===== config.mk =====
export PLATFORM = sky130hd
export DESIGN_NAME = alu_ctrl_seq
export DESIGN_NICKNAME = d
export VERILOG_FILES = /design/src/rtl/alu_ctrl_seq.sv
export SDC_FILE = /design/constraint.sdc
export NUM_CORES = 1
export LEC_CHECK = 0
export CORE_MARGIN = 10
export CORE_UTILIZATION = 44
export DETAILED_ROUTE_END_ITERATION = 8
export PLACE_DENSITY = 0.77
export SETUP_SLACK_MARGIN = 0.2
export SYNTH_ARGS = -nofsm -noshare
export SYNTH_HDL_FRONTEND = slang
export SYNTH_SLANG_ARGS = --single-unit

===== constraint.sdc =====
create_clock -name clk -period 1.75 [get_ports clk]
set_clock_uncertainty 0.1 [all_clocks]
set_input_delay 0.2625 -clock clk [delete_from_list [all_inputs] [get_ports clk]]
set_output_delay 0.2625 -clock clk [all_outputs]
set_load 0.05 [all_outputs]

===== src/rtl/alu_ctrl_seq.sv =====
// alu_ctrl_seq: registered ALU control decoder with a valid/ready output
// register and a countdown that blocks new ops while a MUL/DIV is in flight.
//
// Optional feature macro: ILLEGAL_TRAP_EN
//   defined   -> op_sel[3]==1 (other than load/store/beq) decodes to alu_ctrl=0
//                and raises the registered 'illegal' output.
//   undefined -> those op_sel values use the default {100, op_sel[2:0]} mapping
//                and the 'illegal' port does not exist.
//
// Ports:
//   clk, rst_n            clock (rising edge), asynchronous active-low reset
//   flush                 synchronous drop of pending output and in-flight op
//   in_valid, in_ready    input handshake (in_ready is combinational)
//   funct, op_sel         instruction fields to decode
//   out_valid, out_ready  output handshake
//   alu_ctrl, out_multi   registered control word and multi-cycle flag
//   busy                  multi-cycle countdown still running
//   mc_done               one-cycle pulse when a multi-cycle op finishes
//   illegal               (ILLEGAL_TRAP_EN) alu_ctrl is an illegal op
module alu_ctrl_seq #(
    parameter int unsigned          FUNCT_W   = 6,
    parameter int unsigned          OPSEL_W   = 4,
    parameter int unsigned          CTRL_W    = 6,
    parameter logic [FUNCT_W-1:0]   MUL_FUNCT = FUNCT_W'(6'b011000),
    parameter logic [FUNCT_W-1:0]   DIV_FUNCT = FUNCT_W'(6'b011010),
    parameter int unsigned          MUL_CYC   = 4,
    parameter int unsigned          DIV_CYC   = 16
) (
    input  logic               clk,
    input  logic               rst_n,
    input  logic               flush,
    input  logic               in_valid,
    output logic               in_ready,
    input  logic [FUNCT_W-1:0] funct,
    input  logic [OPSEL_W-1:0] op_sel,
    output logic               out_valid,
    input  logic               out_ready,
    output logic [CTRL_W-1:0]  alu_ctrl,
    output logic               out_multi,
    output logic               busy,
    output logic               mc_done
`ifdef ILLEGAL_TRAP_EN
    ,
    output logic               illegal
`endif
);

    localparam int unsigned MAX_CYC = (MUL_CYC > DIV_CYC) ? MUL_CYC : DIV_CYC;
    localparam int unsigned CNT_W   = (MAX_CYC > 2) ? $clog2(MAX_CYC) : 1;

    localparam logic [OPSEL_W-1:0] OP_RTYPE = '0;
    localparam logic [OPSEL_W-1:0] OP_LOAD  = OPSEL_W'(4'b1010);
    localparam logic [OPSEL_W-1:0] OP_STORE = OPSEL_W'(4'b1011);
    localparam logic [OPSEL_W-1:0] OP_BEQ   = OPSEL_W'(4'b1100);

    typedef enum logic {
        ST_IDLE = 1'b0,
        ST_BUSY = 1'b1
    } state_t;

    state_t             state;
    logic [CNT_W-1:0]   cnt;
    logic [CTRL_W-1:0]  dec_ctrl;
    logic               dec_multi;
    logic [CNT_W-1:0]   dec_load;
    logic               accept;
`ifdef ILLEGAL_TRAP_EN
    logic               dec_illegal;
`endif

    // Combinational decode of the incoming fields; only loaded on accept,
    // so X on idle inputs never reaches a register.
    always_comb begin
        dec_ctrl  = CTRL_W'({3'b100, op_sel[2:0]});
        dec_multi = 1'b0;
`ifdef ILLEGAL_TRAP_EN
        dec_illegal = 1'b0;
`endif
        if (op_sel == OP_RTYPE) begin
            dec_ctrl  = CTRL_W'(funct);
            dec_multi = (funct == MUL_FUNCT) || (funct == DIV_FUNCT);
        end else if (op_sel == OP_LOAD) begin
            dec_ctrl = CTRL_W'(6'b001110);
        end else if (op_sel == OP_STORE) begin
            dec_ctrl = CTRL_W'(6'b011110);
        end else if (op_sel == OP_BEQ) begin
            dec_ctrl = CTRL_W'(6'b000000);
        end
`ifdef ILLEGAL_TRAP_EN
        else if (op_sel[3]) begin
            dec_ctrl    = '0;
            dec_illegal = 1'b1;
        end
`endif
    end

    // Countdown reload value: occupancy minus the accept cycle itself.
    always_comb begin
        dec_load = (funct == MUL_FUNCT) ? CNT_W'(MUL_CYC - 1) : CNT_W'(DIV_CYC - 1);
    end

    assign in_ready = !flush && !busy && (!out_valid || out_ready);
    assign accept   = in_valid && in_ready;

    // Output register: load on accept (also covers same-cycle handshake
    // reload), clear valid on handshake, drop on flush.
    always_ff @(posedge clk or negedge rst_n) begin
        if (!rst_n) begin
            out_valid <= 1'b0;
            alu_ctrl  <= '0;
            out_multi <= 1'b0;
`ifdef ILLEGAL_TRAP_EN
            illegal   <= 1'b0;
`endif
        end else if (flush) begin
            out_valid <= 1'b0;
        end else if (accept) begin
            out_valid <= 1'b1;
            alu_ctrl  <= dec_ctrl;
            out_multi <= dec_multi;
`ifdef ILLEGAL_TRAP_EN
            illegal   <= dec_illegal;
`endif
        end else if (out_valid && out_ready) begin
            out_valid <= 1'b0;
        end
    end

    // Countdown FSM; busy/mc_done are registered from the values the
    // state and counter take at the same edge.
    always_ff @(posedge clk or negedge rst_n) begin
        if (!rst_n) begin
            state   <= ST_IDLE;
            cnt     <= '0;
            busy    <= 1'b0;
            mc_done <= 1'b0;
        end else if (flush) begin
            state   <= ST_IDLE;
            cnt     <= '0;
            busy    <= 1'b0;
            mc_done <= 1'b0;
        end else if (accept && dec_multi) begin
            state   <= ST_BUSY;
            cnt     <= dec_load;
            busy    <= (dec_load != '0);
            mc_done <= (dec_load == '0);
        end else if (state == ST_BUSY) begin
            if (cnt == '0) begin
                state   <= ST_IDLE;
                busy    <= 1'b0;
                mc_done <= 1'b0;
            end else begin
                cnt     <= cnt - CNT_W'(1);
                busy    <= (cnt != CNT_W'(1));
                mc_done <= (cnt == CNT_W'(1));
            end
        end else begin
            busy    <= 1'b0;
            mc_done <= 1'b0;
        end
    end

endmodule


# Yosys cells after proc, flatten, opt, wreduce, memory -nomap -nowiden
# Index checks and enable logic that the tools add are counted.
dict set report op_classes {
  addsub 1
  n_bitwise 1
  n_mux 25
  n_eq_ne 8
  n_reduce_logical 18
}
# op count
set op_table {}
lappend op_table {{two-way mux 6 bit} 4}
lappend op_table {{two-way mux 4 bit} 5}
lappend op_table {{two-way mux 1 bit} 16}
lappend op_table {{equality test 4 bit (second input constant)} 3}
lappend op_table {{equality test 6 x 5 -> 1 bit (second input constant)} 2}
lappend op_table {{zero test 4 bit} 3}
lappend op_table {{nonzero test 3 bit} 2}
lappend op_table {{logical AND 1 bit} 5}
lappend op_table {{equality test 4 x 1 -> 1 bit (second input constant)} 1}
lappend op_table {{inequality test 4 x 1 -> 1 bit (second input constant)} 1}
lappend op_table {{AND reduction 2 bit} 2}
lappend op_table {{nonzero test 4 bit} 1}
lappend op_table {{subtractor 4 x 1 -> 4 bit (second input constant)} 1}
lappend op_table {{zero test 1 bit} 3}
lappend op_table {{inequality test 3 bit (second input constant)} 1}
lappend op_table {{logical OR 1 bit} 2}
lappend op_table {{NOT 1 bit} 1}
dict set report word_totals {
  elab_cells 60
  ff_bits 15
  output_inout_bits 11
}

# Depth between registers and ports, before layout
# Gate-level depths: netlist of run 1.
dict set report logic_depth {
  ltp_word 7
  mapped_depth 6
}

# Least setup slack after synthesis of run 1
# OpenSTA, ideal clock, no wires.
dict set report synth_timing {
  kind {flip-flop to output port}
  from {register busy}
  to {output in_ready}
  path_buffers 0
  path_slack_ps 188
  arrival_time_ps 1199
  stages_incl_launch_ff 3
  path_cell_list {dfrtp_1 nor2_1 and2_1}
}
dict set report synth_via {
  elab_chain_len 3
}
# element line
set synth_lines {}
lappend synth_lines {{start: declaration} 40} ;# output logic busy,
lappend synth_lines {{start signal: assignment} 145} ;# busy <= (dec_load != '0);
lappend synth_lines {{start signal: assignment} 154} ;# busy <= (cnt != CNT_W'(1));
lappend synth_lines {{zero test 1 bit} 102} ;# assign in_ready = !flush && !busy && (!out_valid || out_ready);
lappend synth_lines {{logical AND 1 bit (2 in a row)} 102}
lappend synth_lines {{end: declaration} 33} ;# output logic in_ready,
# No other way between the ends.

# Worst setup path after layout of run 1
dict set report layout_timing {
  from {input funct[3]}
  to {register mc_done}
}
dict set report layout_via {
  elab_chain_len 6
  elab_cells_between_ends 9
  cone_classes {eq/ne (2); mux (4); reduce/logical (3)}
}
# element line
set layout_lines {}
lappend layout_lines {{start: declaration} 34} ;# input logic [FUNCT_W-1:0] funct,
lappend layout_lines {{equality test 6 x 5 -> 1 bit, on equally long branches} {81, 99}}
lappend layout_lines {{logical OR 1 bit} 81} ;# dec_multi = (funct == MUL_FUNCT) || (funct == DIV_FUNCT);
lappend layout_lines {{two-way mux 1 bit} 79} ;# if (op_sel == OP_RTYPE) begin
lappend layout_lines {{logical AND 1 bit} 142} ;# end else if (accept && dec_multi) begin
lappend layout_lines {{two-way mux 1 bit *} 142}
lappend layout_lines {{two-way mux 1 bit *} 137} ;# end else if (flush) begin
lappend layout_lines {{end signal: assignment} 146} ;# mc_done <= (dec_load == '0);
lappend layout_lines {{end signal: assignment} 155} ;# mc_done <= (cnt == CNT_W'(1));
lappend layout_lines {{end: declaration} 41} ;# output logic mc_done
# Mark *: on every way between the ends. The rest lies on a longest branch, timed or not.
# A chain may end at the register's enable or synchronous reset.

==> results of run 1 <==
-- worst min-delay path by stage --
stage                         endpoint                     from  cells past startpoint  slack, ps
6_report       alu_ctrl[5]$_DFFE_PN0P_                    rst_n                      2        200
2_1_floorplan  alu_ctrl[0]$_DFFE_PN0P_                    rst_n                      0       -130
4_1_cts                 busy$_DFF_PN0_                    rst_n                      2        200
5_1_grt                 busy$_DFF_PN0_                    rst_n                      2        210
3_3_place_gp   alu_ctrl[0]$_DFFE_PN0P_  alu_ctrl[0]$_DFFE_PN0P_                      1        360
3_5_place_dp   alu_ctrl[5]$_DFFE_PN0P_  alu_ctrl[5]$_DFFE_PN0P_                      1        370
-- metrics by stage --
stage	hold WS [ps]	setup slack, ps	utilization [%]	cell area, µm²
2_1_floorplan	-133	287	-	810
3_3_place_gp	364	-103	65.9	1140
3_5_place_dp	368	-105	65.9	1140
4_1_cts	200	176	68.1	1180
5_1_grt	210	196	71.2	1230
6_report	205	234	71.2	1230
-- cell type report --
cell class / instances / area, µm² / area share [%]
sequential: 15 / 375 / 30.5
multi-input combinational: 62 / 459 / 37.4
clock buffer: 4 / 26.3 / 2.14
inverter: 3 / 11.3 / 0.916
timing repair buffer: 36 / 325 / 26.5
tap: 25 / 31.3 / 2.55
-- sequential cells by signal, indices dropped and copies added, names as in the netlist --
name	flops
alu_ctrl	6
busy	1
cnt	4
mc_done	1
out_multi	1
out_valid	1
state	1
-- metal layers --
| metal | part of all wire [%] | up-vias | wire length [µm] |
|---|---|---|---|
| met5 | 0 | - | 0 |
| met4 | 0.73 | 0 | 14 |
| met3 | 4.6 | 2 | 89 |
| met2 | 50 | 20 | 952 |
| met1 | 45 | 347 | 864 |
| li1 | - | 373 | - |
-- kinds of logic after synthesis --
kind of cell / share of synthesized area [%]
AO/OA/AOI/OAI: 19.8
XOR/XNOR: 1.08
adder cells (fa/ha/maj): 4.64
buffers and inverters: 2.01
flip-flops: 46.4
multiplexers: 2.79
AND/OR/NAND/NOR: 23.2
-- power by group --
part	switching, mW	internal, mW	total [mW]
Sequential	0.0120	0.368	0.380
Combinational	0.146	0.0973	0.243
Clock	0.0961	0.0881	0.184
Total	0.254	0.553	0.807
-- worst reg2reg max path, cell delays in order, from the launching register on --
cell	delay, ps
dfrtp_1	410
nor2_1	220
a21bo_4	190
mux2_2	330
a21oi_1	130
-- timing repair --
item                                    4_1_cts  5_1_grt
pin swaps                                     0        3
setup buffers                                 0        2
gates resized for setup                       4        9
endpoints found under the setup margin        3        4
endpoints found under the hold margin         0        0
cloned                                        0        0
-- layout by cell type (no fill, tap or decap), types with 2 or more instances in the layout --
cell and count:
nor3_1 2, nor2_1 4, dfrtp_1 15, o21ai_0 7, a21oi_1 10, dlymetal6s2s_1 3, a21o_1 2, nand2_1 10
clkbuf_4 3, inv_2 2, buf_4 21, ha_1 2, mux2_2 2, nand3_1 3, clkdlybuf4s50_1 11, a22oi_1 2
==> results by group, run 1 <==
Run status
  – Status: completed

Layout
  – ANT cells: 0
  – Share of layout cells above drive strength 1: 32.5%
  – Nets: 139
  – Layout Cells excl Fill: 145
  – Area Growth Syn to Fin: 52.0%
  – Fill cells: 144

CTS
  – CTS tree: yes
  – Clock latency on the worst-skew pair: 270 ps
  – CTS H-tree depth: 1
  – Hold Buf Count CTS: 0
  – # clock sinks: 15
  – Clock Root Buffer: clkbuf_4
  – Maximum buffer depth of the clock tree: 2
  – Worst-path clk slew: 80 ps
  – Total CTS buffers: 3

Yosys
  – Yosys top cell by area: dfrtp_1
  – Cell area after synthesis: 808 µm²
  – Most common cell in the synthesized netlist: dfrtp_1
  – Post-Syn Instances: 81
  – Ys Warns: 0
  – Total nets after synthesis: 99
  – Main flop type after synthesis: dfrtp_1
  – Synth Register Bits: 15
  – Seq/Total Area, Yosys: 46.4%
  – Count of different cell masters after synthesis: 29
  – Ys async rst share: 100%
  – Most common library cells after synthesis: 15 x dfrtp_1, 10 x a21oi_1, 10 x nand2_1
  – Synth top area cells: dfrtp_1 46%, a21oi_1 6.2%, ha_1 4.6%
  – Syn Area/Cell: 9.98 µm²
  – Top-area cell type share of the netlist area: 46.4%
  – Post-synth EDFFs: 0

GRT
  – Initial antenna violation count: 0
  – Gr busiest metal: met2
  – Pin count of the biggest net entering global routing: 16
  – Gr ovfl total: 0
  – GRT Util Overall: 9.98%
  – Vias in the first global route: 822
  – GRT met2 Usage: 17.5%
  – First-pass GRT wire length: 3.40 mm
  – Grt met3 use: 3.23%
  – M1 GR Usage: 10.9%

STA
  – RSZ-0062 raised after global routing: true
  – Slew HR: 82.9%
  – Max-slew violation count: 0
  – Endpoints failing hold: 0
  – Crit share post-route: 86.6%
  – Worst-Margin Slew: 257 ps
  – Max Fclk: 0.660 GHz
  – Final setup fails: 0
  – Fin crit period: 1520 ps
  – Setup tns final: 0 ps

Placement
  – Cell count after placement: 139
  – Port buffer count: 25
  – GPL Wtd Cong: 0.749
  – DP HPWL: 1.61 mm

Floorplanning
  – Die Span Y: 62.9 µm
  – I/O pin count: 26
  – Core Region: 0.00173 mm²
  – Die Area: 0.00395 mm²
  – Row cnt: 15
  – Initial Util: 46.8%
  – Chip width: 62.9 µm

Setup path
  – WP data required: 1810 ps
  – Critical Path Start: funct[3]
  – Crit path DAT: 1580 ps
  – Cell depth of the worst flop-to-flop path: 4
  – Critical path's largest stage delay: 470 ps
  – Startpoint types: primary input
  – WP buf/inv: 1
  – Top delay family on crit path: simple AND/OR/NAND/NOR gates
  – Slowest cell on crit path: clkdlybuf4s50_1
  – Crit path capture type: register
  – CP Max Fanout: 8
  – Worst r2r dst: cnt[1]$_DFFE_PN0P_
  – Crit Path Class: in -> reg
  – CP endpoint: mc_done$_DFF_PN0_
  – R2r startpoint: cnt[2]$_DFFE_PN0P_
  – Levels on crit path: 5
  – R2r setup slk: 300 ps
  – Critical path, cell by cell: clkdlybuf4s50_1, nor4bb_2, nand3_1, nand4b_4, nor3b_1

Routing
  – Vias: 742
  – ANT nets after route: 0
  – DRC: 0
  – Vias per inst: 5.12
  – Iter 0 DRT Violations: 12
  – Routed wire length: 1.92 mm
  – TritonRoute pass-1 iters: 4
  – Post-DR wirelength/cell: 13.2 µm

Power and ir drop
  – Worst ir drop on vdd: 0.459 mV
  – Pleak: 0.582 nW
  – Pwr dens: 657 mW/mm²
  – Power Total: 0.807 mW

Worst hold path
  – Hold Path Class: in -> async

Job
  – Total of max-cap violations: 0
(Power assumes the default switching activity.)
==> inputs of run 2 (changes only) <==
--- a/config.mk
+++ b/config.mk
@@ -6,9 +6,10 @@
 export NUM_CORES = 1
 export LEC_CHECK = 0
 export CORE_MARGIN = 10
-export CORE_UTILIZATION = 44
+export CORE_UTILIZATION = 55
 export DETAILED_ROUTE_END_ITERATION = 8
-export PLACE_DENSITY = 0.77
+export DONT_BUFFER_PORTS = 1
+export PLACE_DENSITY = 0.7
 export SETUP_SLACK_MARGIN = 0.2
 export SYNTH_ARGS = -nofsm -noshare
 export SYNTH_HDL_FRONTEND = slang
==> constraint.sdc (replaced) <==
create_clock -name clk -period 1.75 [get_ports clk]
set_clock_uncertainty 0.1 [all_clocks]
set_input_delay 0.35 -clock clk [delete_from_list [all_inputs] [get_ports clk]]
set_output_delay 0.35 -clock clk [all_outputs]
set_load 0.05 [all_outputs]
==> run 2 against run 1 <==
Sequential cell count unchanged; core utilization down 1.5 points; sequential power up 19%; largest cell class unchanged.
==> results by group, run 2 (synthesis gave the netlist of run 1 again) <==
STA
  – Worst-Margin Slew: 639 ps (+383 ps)
  – Endpoints failing hold: 0 (unchanged)
  – Crit share post-route: 87.1% (+0.47 points)
  – Setup ws final: 226 ps (-8.23 ps)
  – Slew HR: 57.2% (-26 points)
  – Min Hold Slack: 45.4 ps (-159 ps)
  – Final setup fails: 0 (unchanged)
  – RSZ-0062 raised after global routing: true
  – Setup tns final: 0 ps (unchanged)
  – Max-slew violation count: 0 (unchanged)
  – Fin crit period: 1520 ps (+8.23 ps)
  – Max Fclk: 0.656 GHz (-0.54%)

GRT
  – Initial antenna violation count: 0 (unchanged)
  – GRT met2 Usage: 18.8% (+1.3 points)
  – Gr busiest metal: met2
  – GRT Util Overall: 11.0% (+1.1 points)
  – M1 GR Usage: 11.2% (+0.25 points)
  – Gr ovfl total: 0 (unchanged)
  – First-pass GRT wire length: 3.02 mm (-11%)
  – Pin count of the biggest net entering global routing: 16 (unchanged)
  – Grt met3 use: 5.15% (+1.9 points)
  – Vias in the first global route: 663 (-19%)

Routing
  – Post-DR wirelength/cell: 17.6 µm (+33%)
  – TritonRoute pass-1 iters: 4 (unchanged)
  – ANT nets after route: 0 (unchanged)
  – Routed wire length: 1.88 mm (-2.1%)
  – Iter 0 DRT Violations: 12 (unchanged)
  – DRC: 0 (unchanged)
  – Vias per inst: 6.04 (+18%)
  – Vias: 646 (-13%)

CTS
  – CTS H-tree depth: 1 (unchanged)
  – Worst-path clk slew: 100 ps (+20 ps)
  – Clock Root Buffer: clkbuf_4
  – Clock latency on the worst-skew pair: 290 ps (+20 ps)
  – Total CTS buffers: 3 (unchanged)
  – CTS tree: yes
  – Maximum buffer depth of the clock tree: 2 (unchanged)
  – # clock sinks: 15 (unchanged)

Placement
  – Port buffer count: 0 (-100%)
  – Post-place setup slack: 205 ps (+311 ps)
  – Cell count after placement: 98 (-29%)
  – GPL Wtd Cong: 0.822 (+9.6%)
  – DP HPWL: 1.33 mm (-17%)
  – Post-DP Area: 846 µm² (-26%)

Layout
  – Commonest non-fill, non-tap cell in the layout: dfrtp_1
  – Share of layout cells above drive strength 1: 22.8% (-9.7 points)
  – Fin area: 941 µm² (-23%)
  – ANT cells: 0 (unchanged)
  – Fill cells: 102 (-29%)
  – Area Growth Syn to Fin: 16.4%
  – Nets: 111 (-20%)
  – Reg area: 375 µm² (unchanged)
  – Layout Cells excl Fill: 107 (-26%)
  – Max reg flops: 6 (unchanged)
  – Multi-input logic area: 440 µm² (-4.1%)
  – Top reg by flops: alu_ctrl
  – Top Registers: alu_ctrl: 6 flops, cnt: 4 flops
  – Most frequent cells in the layout: 15 x dfrtp_1, 10 x nand2_1, 10 x a21oi_1

Setup path
  – Startpoint types: register
  – WP data required: 1300 ps (-510 ps)
  – R2r setup slk: 280 ps (-20 ps)
  – Crit path DAT: 1070 ps (-510 ps)
  – Crit Path Class: reg -> out
  – Crit path capture type: output pin
  – CP Max Fanout: 2 (-6)

Floorplanning
  – Initial Util: 59.9% (+13 points)
  – Row cnt: 13 (-2)
  – Core Region: 0.00135 mm² (-22%)
  – Chip width: 58.3 µm (-7.2%)
  – Die Span Y: 58.3 µm (-7.2%)
  – I/O pin count: 26 (unchanged)
  – Die Area: 0.00340 mm² (-14%)

Power and ir drop
  – Flop pwr share: 61.2% (+14 points)
  – Pleak: 0.419 nW (-28%)
  – Clk network pwr share: 27.6% (+4.8 points)
  – Pwr dens: 783 mW/mm² (+19%)
  – Sw frac: 33.8% (+2.3 points)
  – Internal: 0.488 mW (-12%)
  – Psw: 0.249 mW (-2.1%)
  – Worst ir drop on vdd: 0.496 mV (+8.2%)
  – Comb pwr share: 11.1% (-19 points)

Job
  – Total of max-cap violations: 0 (unchanged)

Run status
  – Status: completed

Worst hold path
  – Hold Path Class: in -> reg
[run 2: timing repair]
| action | CTS | global route |
|---|---|---|
| hold buffers | 2 | 1 |
| resized for setup | 4 | 3 |
| endpoints found under the setup margin | 2 | 2 |
| pin swaps | 2 | 2 |
| buffers inserted | 0 | 2 |
| hold endpoints to repair | 18 | 1 |
[run 2: area by class of cell]
class	instances	area share, %
Tap cell	15	1.99
Multi-Input combinational cell	62	46.8
Timing Repair Buffer	8	7.18
Inverter	3	1.20
Clock inverter	1	0.532
Sequential cell	15	39.9
Clock buffer	3	2.39
[run 2: final timing paths]
kind                               startpoint                       to  cells after the start
hold / removal                          flush    out_valid$_DFFE_PN0P_                      1
setup / recovery               busy$_DFF_PN0_                 in_ready                      2
setup reg to reg           cnt[1]$_DFFE_PN0P_       cnt[3]$_DFFE_PN0P_                      4
min in group asynchronous               rst_n  alu_ctrl[1]$_DFFE_PN0P_                      1
max in group asynchronous               rst_n  alu_ctrl[0]$_DFFE_PN0P_                      1
hold reg to reg               state$_DFF_PN0_           busy$_DFF_PN0_                      2
[run 2: power by group through the flow]
stage | logic (mW) | registers (mW) | clock network (mW)
after global placement | 0.0637 | 0.459 | 0
final | 0.0821 | 0.451 | 0.203
after floorplan | 0.0473 | 0.462 | 0
after global routing | 0.0904 | 0.456 | 0.221
after detailed placement | 0.0646 | 0.460 | 0
after CTS | 0.0775 | 0.453 | 0.210
[run 2: routing by layer]
metal	part of all wire, %	up-vias
met5	0	-
met4	1.8	0
met3	8.1	5
li1	-	315
met2	46	25
met1	44	301
[run 2: per-stage QoR]
stage | total power [mW] | utilization (%)
after floorplan | 0.509 | -
after detailed placement | 0.525 | 62.7
after CTS | 0.740 | 66.6
after global placement | 0.523 | 62.7
final | 0.737 | 69.7
after global routing | 0.768 | 69.7
[run 2: critical path, cell delays in order, from the launching register on]
cell	delay (ps)
dfrtp_1	410
nor2_2	130
and2_4	250
